`src/rtl/frame_pixel_streamer.sv`:
```
// Replays a stored frame from the frame-buffer SRAM as a raster pixel stream.
// Programmable width/height, start-up delay and inter-row gap; 2-cycle read pipeline.
module frame_pixel_streamer #(
  parameter int W_SIZE  = 12,
  parameter int W_DELAY = 12,
  parameter int W_PIX   = 32,
  parameter int W_ADDR  = 16
) (
  input  logic               clk,
  input  logic               rst,
  input  logic               i_start,
  input  logic [W_SIZE-1:0]  i_width,
  input  logic [W_SIZE-1:0]  i_height,
  input  logic [W_DELAY-1:0] i_start_up_delay,
  input  logic [W_DELAY-1:0] i_hsync_delay,
  output logic               o_mem_re,
  output logic [W_ADDR-1:0]  o_mem_addr,
  input  logic [W_PIX-1:0]   i_mem_rdata,
  output logic [W_PIX-1:0]   o_pixel,
  output logic               o_vld,
  output logic               o_sol,
  output logic               o_sof,
  output logic               o_busy,
  output logic               o_frame_done
);

  typedef enum logic [2:0] {
    IDLE, STARTUP, ROW, HBLANK, DRAIN
  } state_t;

  state_t state;

  logic [W_SIZE-1:0]  width_q;
  logic [W_SIZE-1:0]  height_q;
  logic [W_DELAY-1:0] su_q;
  logic [W_DELAY-1:0] hs_q;
  logic [W_SIZE-1:0]  col;
  logic [W_SIZE-1:0]  row;
  logic [W_DELAY-1:0] dcnt;
  logic               re_d1;
  logic               sol_d1;
  logic               sof_d1;
  logic               last_col;
  logic               last_row;
  logic               first_col;

  assign o_mem_re  = (state == ROW);
  assign last_col  = (col == width_q - W_SIZE'(1));
  assign last_row  = (row == height_q - W_SIZE'(1));
  assign first_col = (col == '0);

  always_ff @(posedge clk) begin
    if (rst) begin
      state        <= IDLE;
      width_q      <= '0;
      height_q     <= '0;
      su_q         <= '0;
      hs_q         <= '0;
      col          <= '0;
      row          <= '0;
      dcnt         <= '0;
      o_mem_addr   <= '0;
      re_d1        <= 1'b0;
      sol_d1       <= 1'b0;
      sof_d1       <= 1'b0;
      o_pixel      <= '0;
      o_vld        <= 1'b0;
      o_sol        <= 1'b0;
      o_sof        <= 1'b0;
      o_busy       <= 1'b0;
      o_frame_done <= 1'b0;
    end else begin
      o_frame_done <= 1'b0;
      // Row/frame markers ride the same 2-stage pipe as the read data.
      re_d1  <= o_mem_re;
      sol_d1 <= o_mem_re && first_col;
      sof_d1 <= o_mem_re && first_col && (row == '0);
      o_vld  <= re_d1;
      o_sol  <= sol_d1;
      o_sof  <= sof_d1;
      if (re_d1) o_pixel <= i_mem_rdata;
      if (o_frame_done) o_busy <= 1'b0;

      unique case (state)
        IDLE: begin
          if (i_start) begin
            width_q    <= i_width;
            height_q   <= i_height;
            su_q       <= i_start_up_delay;
            hs_q       <= i_hsync_delay;
            col        <= '0;
            row        <= '0;
            dcnt       <= '0;
            o_mem_addr <= '0;
            o_busy     <= 1'b1;
            if (i_width == '0 || i_height == '0)
              state <= DRAIN;
            else if (i_start_up_delay != '0)
              state <= STARTUP;
            else
              state <= ROW;
          end
        end
        STARTUP: begin
          if (dcnt == su_q - W_DELAY'(1)) begin
            dcnt  <= '0;
            state <= ROW;
          end else begin
            dcnt <= dcnt + W_DELAY'(1);
          end
        end
        ROW: begin
          o_mem_addr <= o_mem_addr + W_ADDR'(1);
          if (last_col) begin
            col <= '0;
            row <= row + W_SIZE'(1);
            if (last_row)
              state <= DRAIN;
            else if (hs_q != '0) begin
              dcnt  <= '0;
              state <= HBLANK;
            end
          end else begin
            col <= col + W_SIZE'(1);
          end
        end
        HBLANK: begin
          if (dcnt == hs_q - W_DELAY'(1)) begin
            dcnt  <= '0;
            state <= ROW;
          end else begin
            dcnt <= dcnt + W_DELAY'(1);
          end
        end
        DRAIN: begin
          if (!re_d1) begin
            o_frame_done <= 1'b1;
            state        <= IDLE;
          end
        end
        default: state <= IDLE;
      endcase
    end
  end

endmodule

```
`config.mk`:
```
export PLATFORM = sky130hd
export DESIGN_NAME = frame_pixel_streamer
export DESIGN_NICKNAME = d
export VERILOG_FILES = /design/src/rtl/frame_pixel_streamer.sv
export SDC_FILE = /design/constraint.sdc
export NUM_CORES = 1
export LEC_CHECK = 0
export ABC_AREA = 1
export BUFFER_PORTS_ARGS = -buffer_cell sky130_fd_sc_hd__buf_2
export CORE_AREA = 2 2 105 132
export DETAILED_ROUTE_END_ITERATION = 16
export DIE_AREA = 0 0 107 134
export GPL_ROUTABILITY_DRIVEN = 0
export PLACE_DENSITY_LB_ADDON = 0.2
export SYNTH_ARGS = -nofsm -noshare
export SYNTH_HDL_FRONTEND = slang
export SYNTH_SLANG_ARGS = --single-unit
```
`constraint.sdc`:
```
create_clock -name clk -period 4.9 [get_ports clk]
set_input_delay 0.735 -clock clk [delete_from_list [all_inputs] [get_ports clk]]
set_output_delay 0.735 -clock clk [all_outputs]
set_load 0.02 [all_outputs]
```
==> key figures <==
Outcome
  – Status: finished, final reports clean

Finish
  – # fillers: 1135
  – Share of layout cells above drive strength 1: 0.1685
  – Final core utilization: 0.6884
  – Nets: 1351
  – Multi-input gate area: 0.004172 mm^2
  – Post-route cell area: 0.009027 mm^2
  – FF/Latch Area: 0.002863 mm^2
  – P&R area growth vs syn: 17.78%

Timing
  – Tmin final: 2.762 ns
  – Final Hold Fails: 0
  – Final setup margin: 2.138 ns
  – Final slew viol count: 0
  – Unrepaired setup endpoints after global routing: false
  – Final period util: 0.5637
  – Fin Setup TNS: 0 ns
  – Relative slew slack: 0.1842
  – Worst-margin pin slew: 1.222 ns
  – Layout Skew: 0.006678 ns
  – WHS: 0.4075 ns
  – Fmax: 362.0 MHz
  – Final setup viols: 0

Setup path
  – Worst r2r path cells: 11
  – FF-to-FF setup slack: 2.14 ns
  – Worst endpoint required time: 5.21 ns
  – Worst R2R End: row[6]$_SDFFE_PP0P_
  – CP startpoint kind: register
  – R2r startpoint: state[2]$_SDFFE_PP0P_
  – Crit path to: row[6]$_SDFFE_PP0P_
  – WS Path Type: register to register
  – Crit path DAT: 3.08 ns
  – Max FO, Critical Path: 13
  – CP Launch Point: state[2]$_SDFFE_PP0P_
  – Worst setup EP type: register

GRT
  – Global Route Usage Sum: 0.2726
  – Initial antenna violation count: 1
  – Vias in the first global route: 7076
  – First-pass GRT wire length: 31840 um
  – Largest net degree at the start of global routing: 92
  – Total gr overflow: 0

Routing
  – Via density: 5.362
  – Routed Wire Length: 19510 um
  – Via Count: 7732
  – DRC: 0
  – Drt wl/cell: 13.53 um
  – Post-route antenna net violation count: 0
  – DR pass1 iterations: 5
  – Initial DRC count: 486

Clock network
  – CTS Hold Bufs: 0
  – TritonCTS Buffers: 17
  – Post-CTS setup buffers: 0
  – Clock transition at the registers of the reported paths: 0.06 ns
  – CTS Sinks: 143
  – Clock root cell: clkbuf_16
  – Clock Latency Late Sink: 0.42 ns
  – Depth of the CTS H-tree: 4
  – CTS tree: built
  – PostCTS Resize Cnt: 0
  – Max clock buf depth: 2

Run
  – Max-cap violations: 0

Logic synthesis
  – Mapped Cells: 1141
  – Seq/Total Area, Yosys: 0.3735
  – Synth Cell Area: 0.007665 mm^2
  – Post-synth top area cell: dfxtp_1
  – Synth Flop Type: dfxtp_1
  – Share of the synthesized area in the top cell type: 0.3735
  – Distinct cells, synth: 45
  – Post-synth EDFFs: 0
  – Synth top cells by count: nand2_1 (303), dfxtp_1 (143), nand3_1 (116), inv_1 (109), a21oi_1 (94)
  – Synth area leaders: dfxtp_1 (37%), nand2_1 (15%), nand3_1 (7.6%)
  – #FFs+latches synth: 143
  – Async SR Flop Fraction: 0
  – Syn nets: 1234
  – Most common cell in the netlist: nand2_1
  – Mean post-synth cell area: 6.718 um^2
  – Yosys warnings: 0

Floorplan
  – Die width: 107 um
  – Chip height: 134 um
  – Core area: 0.01311 mm^2
  – Die area: 0.01434 mm^2
  – Initial cell density of the core: 0.5845
  – # rows: 47
  – I/O Pins: 137

Placement
  – DP Area: 0.008418 mm^2
  – # port buffers: 136
  – Post-DP HPWL: 13660 um
  – Post-place setup slack: 2.035 ns

Power and ir drop
  – Peak supply drop: 0.0002792 V
  – Pwr per Cell Area: 488.5 mW/mm^2
  – Leak: 0.004106 uW

Min path
  – HP Class: register to register
-- where the power goes --
group	leakage [uW]	total (uW)	switching (uW)	internal [uW]
Clock	0.000293	1340	500	839
Sequential	0.00116	1450	135	1320
Combinational	0.00265	1620	1080	533
-- registers in the layout (all words and copies together), names as in the netlist, 3 cells and up --
| name | count |
|---|---|
| col | 12 |
| hs_q | 12 |
| su_q | 12 |
| o_pixel | 32 |
| width_q | 12 |
| o_mem_addr | 16 |
| height_q | 12 |
| dcnt | 12 |
| state | 3 |
| row | 12 |
-- placed cells by master (no fill, tap or decap), drive strengths merged --
cell      instances
xnor3             1
xnor2            18
and3              5
nor2            105
clkinv            4
nand4            18
inv             120
o21bai            3
diode             1
a22oi             2
nand2           307
a21oi            94
o22ai             7
o211ai            2
buf             141
clkinvlp          2
o21ai            56
a221oi            2
o311a             1
clkbuf           22
nor4             15
ha               10
dfxtp           143
nor3             19
nand3           121
a32oi             1
o31ai             2
nand3b            7
bufinv            3
or2               6
a32o              1
xor2             30
and2              2
-- layer usage --
| metal | routed length [um] | track usage | up-vias |
|---|---|---|---|
| li1 | - | - | 3950 |
| met1 | 8738 | 0.3416 | 3539 |
| met2 | 9311 | 0.4671 | 212 |
| met3 | 1005 | 0.05005 | 31 |
| met4 | 450 | 0.09885 | 0 |
| met5 | 0 | 0 | - |
-- logic make-up (layout without fill, tap and decap cells) --
logic type               count (synthesis)  count (layout)  share of synthesized area
other                                    0               1                          0
adder cells (fa/ha/maj)                 10              10                    0.01632
AND/OR/NAND/NOR                        605             605                     0.3505
XOR/XNOR                                49              49                    0.05779
AO/OA/AOI/OAI                          171             171                     0.1190
buffers and inverters                  163             292                    0.08292
flip-flops                             143             143                     0.3735
-- cell type report --
| class | instances | area share |
|---|---|---|
| inverter | 120 | 0.05003 |
| multi-input combinational | 835 | 0.4621 |
| timing repair buffer | 141 | 0.07956 |
| clock inverter | 9 | 0.01469 |
| tap | 171 | 0.02370 |
| clock buffer | 22 | 0.05253 |
| sequential | 143 | 0.3171 |
| antenna | 1 | 0.0002772 |
-- how the worst min path moves through the flow --
stage                           start                to  slack (ns)  cells past startpoint
floorplan           sof_d1$_SDFF_PP0_  o_sof$_SDFF_PP0_        0.39                      2
global placement    sof_d1$_SDFF_PP0_  o_sof$_SDFF_PP0_        0.40                      2
detailed placement  sol_d1$_SDFF_PP0_  o_sol$_SDFF_PP0_        0.40                      2
CTS                 sol_d1$_SDFF_PP0_  o_sol$_SDFF_PP0_        0.41                      2
global route        sol_d1$_SDFF_PP0_  o_sol$_SDFF_PP0_        0.42                      2
finish              sol_d1$_SDFF_PP0_  o_sol$_SDFF_PP0_        0.41                      2
-- worst max-delay path, stage by stage (launching register included) --
cell	delay [ns]
dfxtp_1	0.43
inv_1	0.10
nand2_1	0.12
inv_1	0.07
nand2_2	0.08
inv_2	0.10
nor2_1	0.74
inv_2	0.24
nand2_2	0.28
clkinv_2	0.24
a21oi_1	0.19
nor2_1	0.06
-- per-stage QoR --
| step | cells | total power, uW |
|---|---|---|
| finish | 1442 | 4410 |
| global route | 1442 | 4708 |
| CTS | 1441 | 4412 |
| detailed placement | 1410 | 3069 |
| global placement | 1410 | 3035 |
| floorplan | 1141 | 2737 |
No activity file was read; power rests on OpenSTA's default activity.
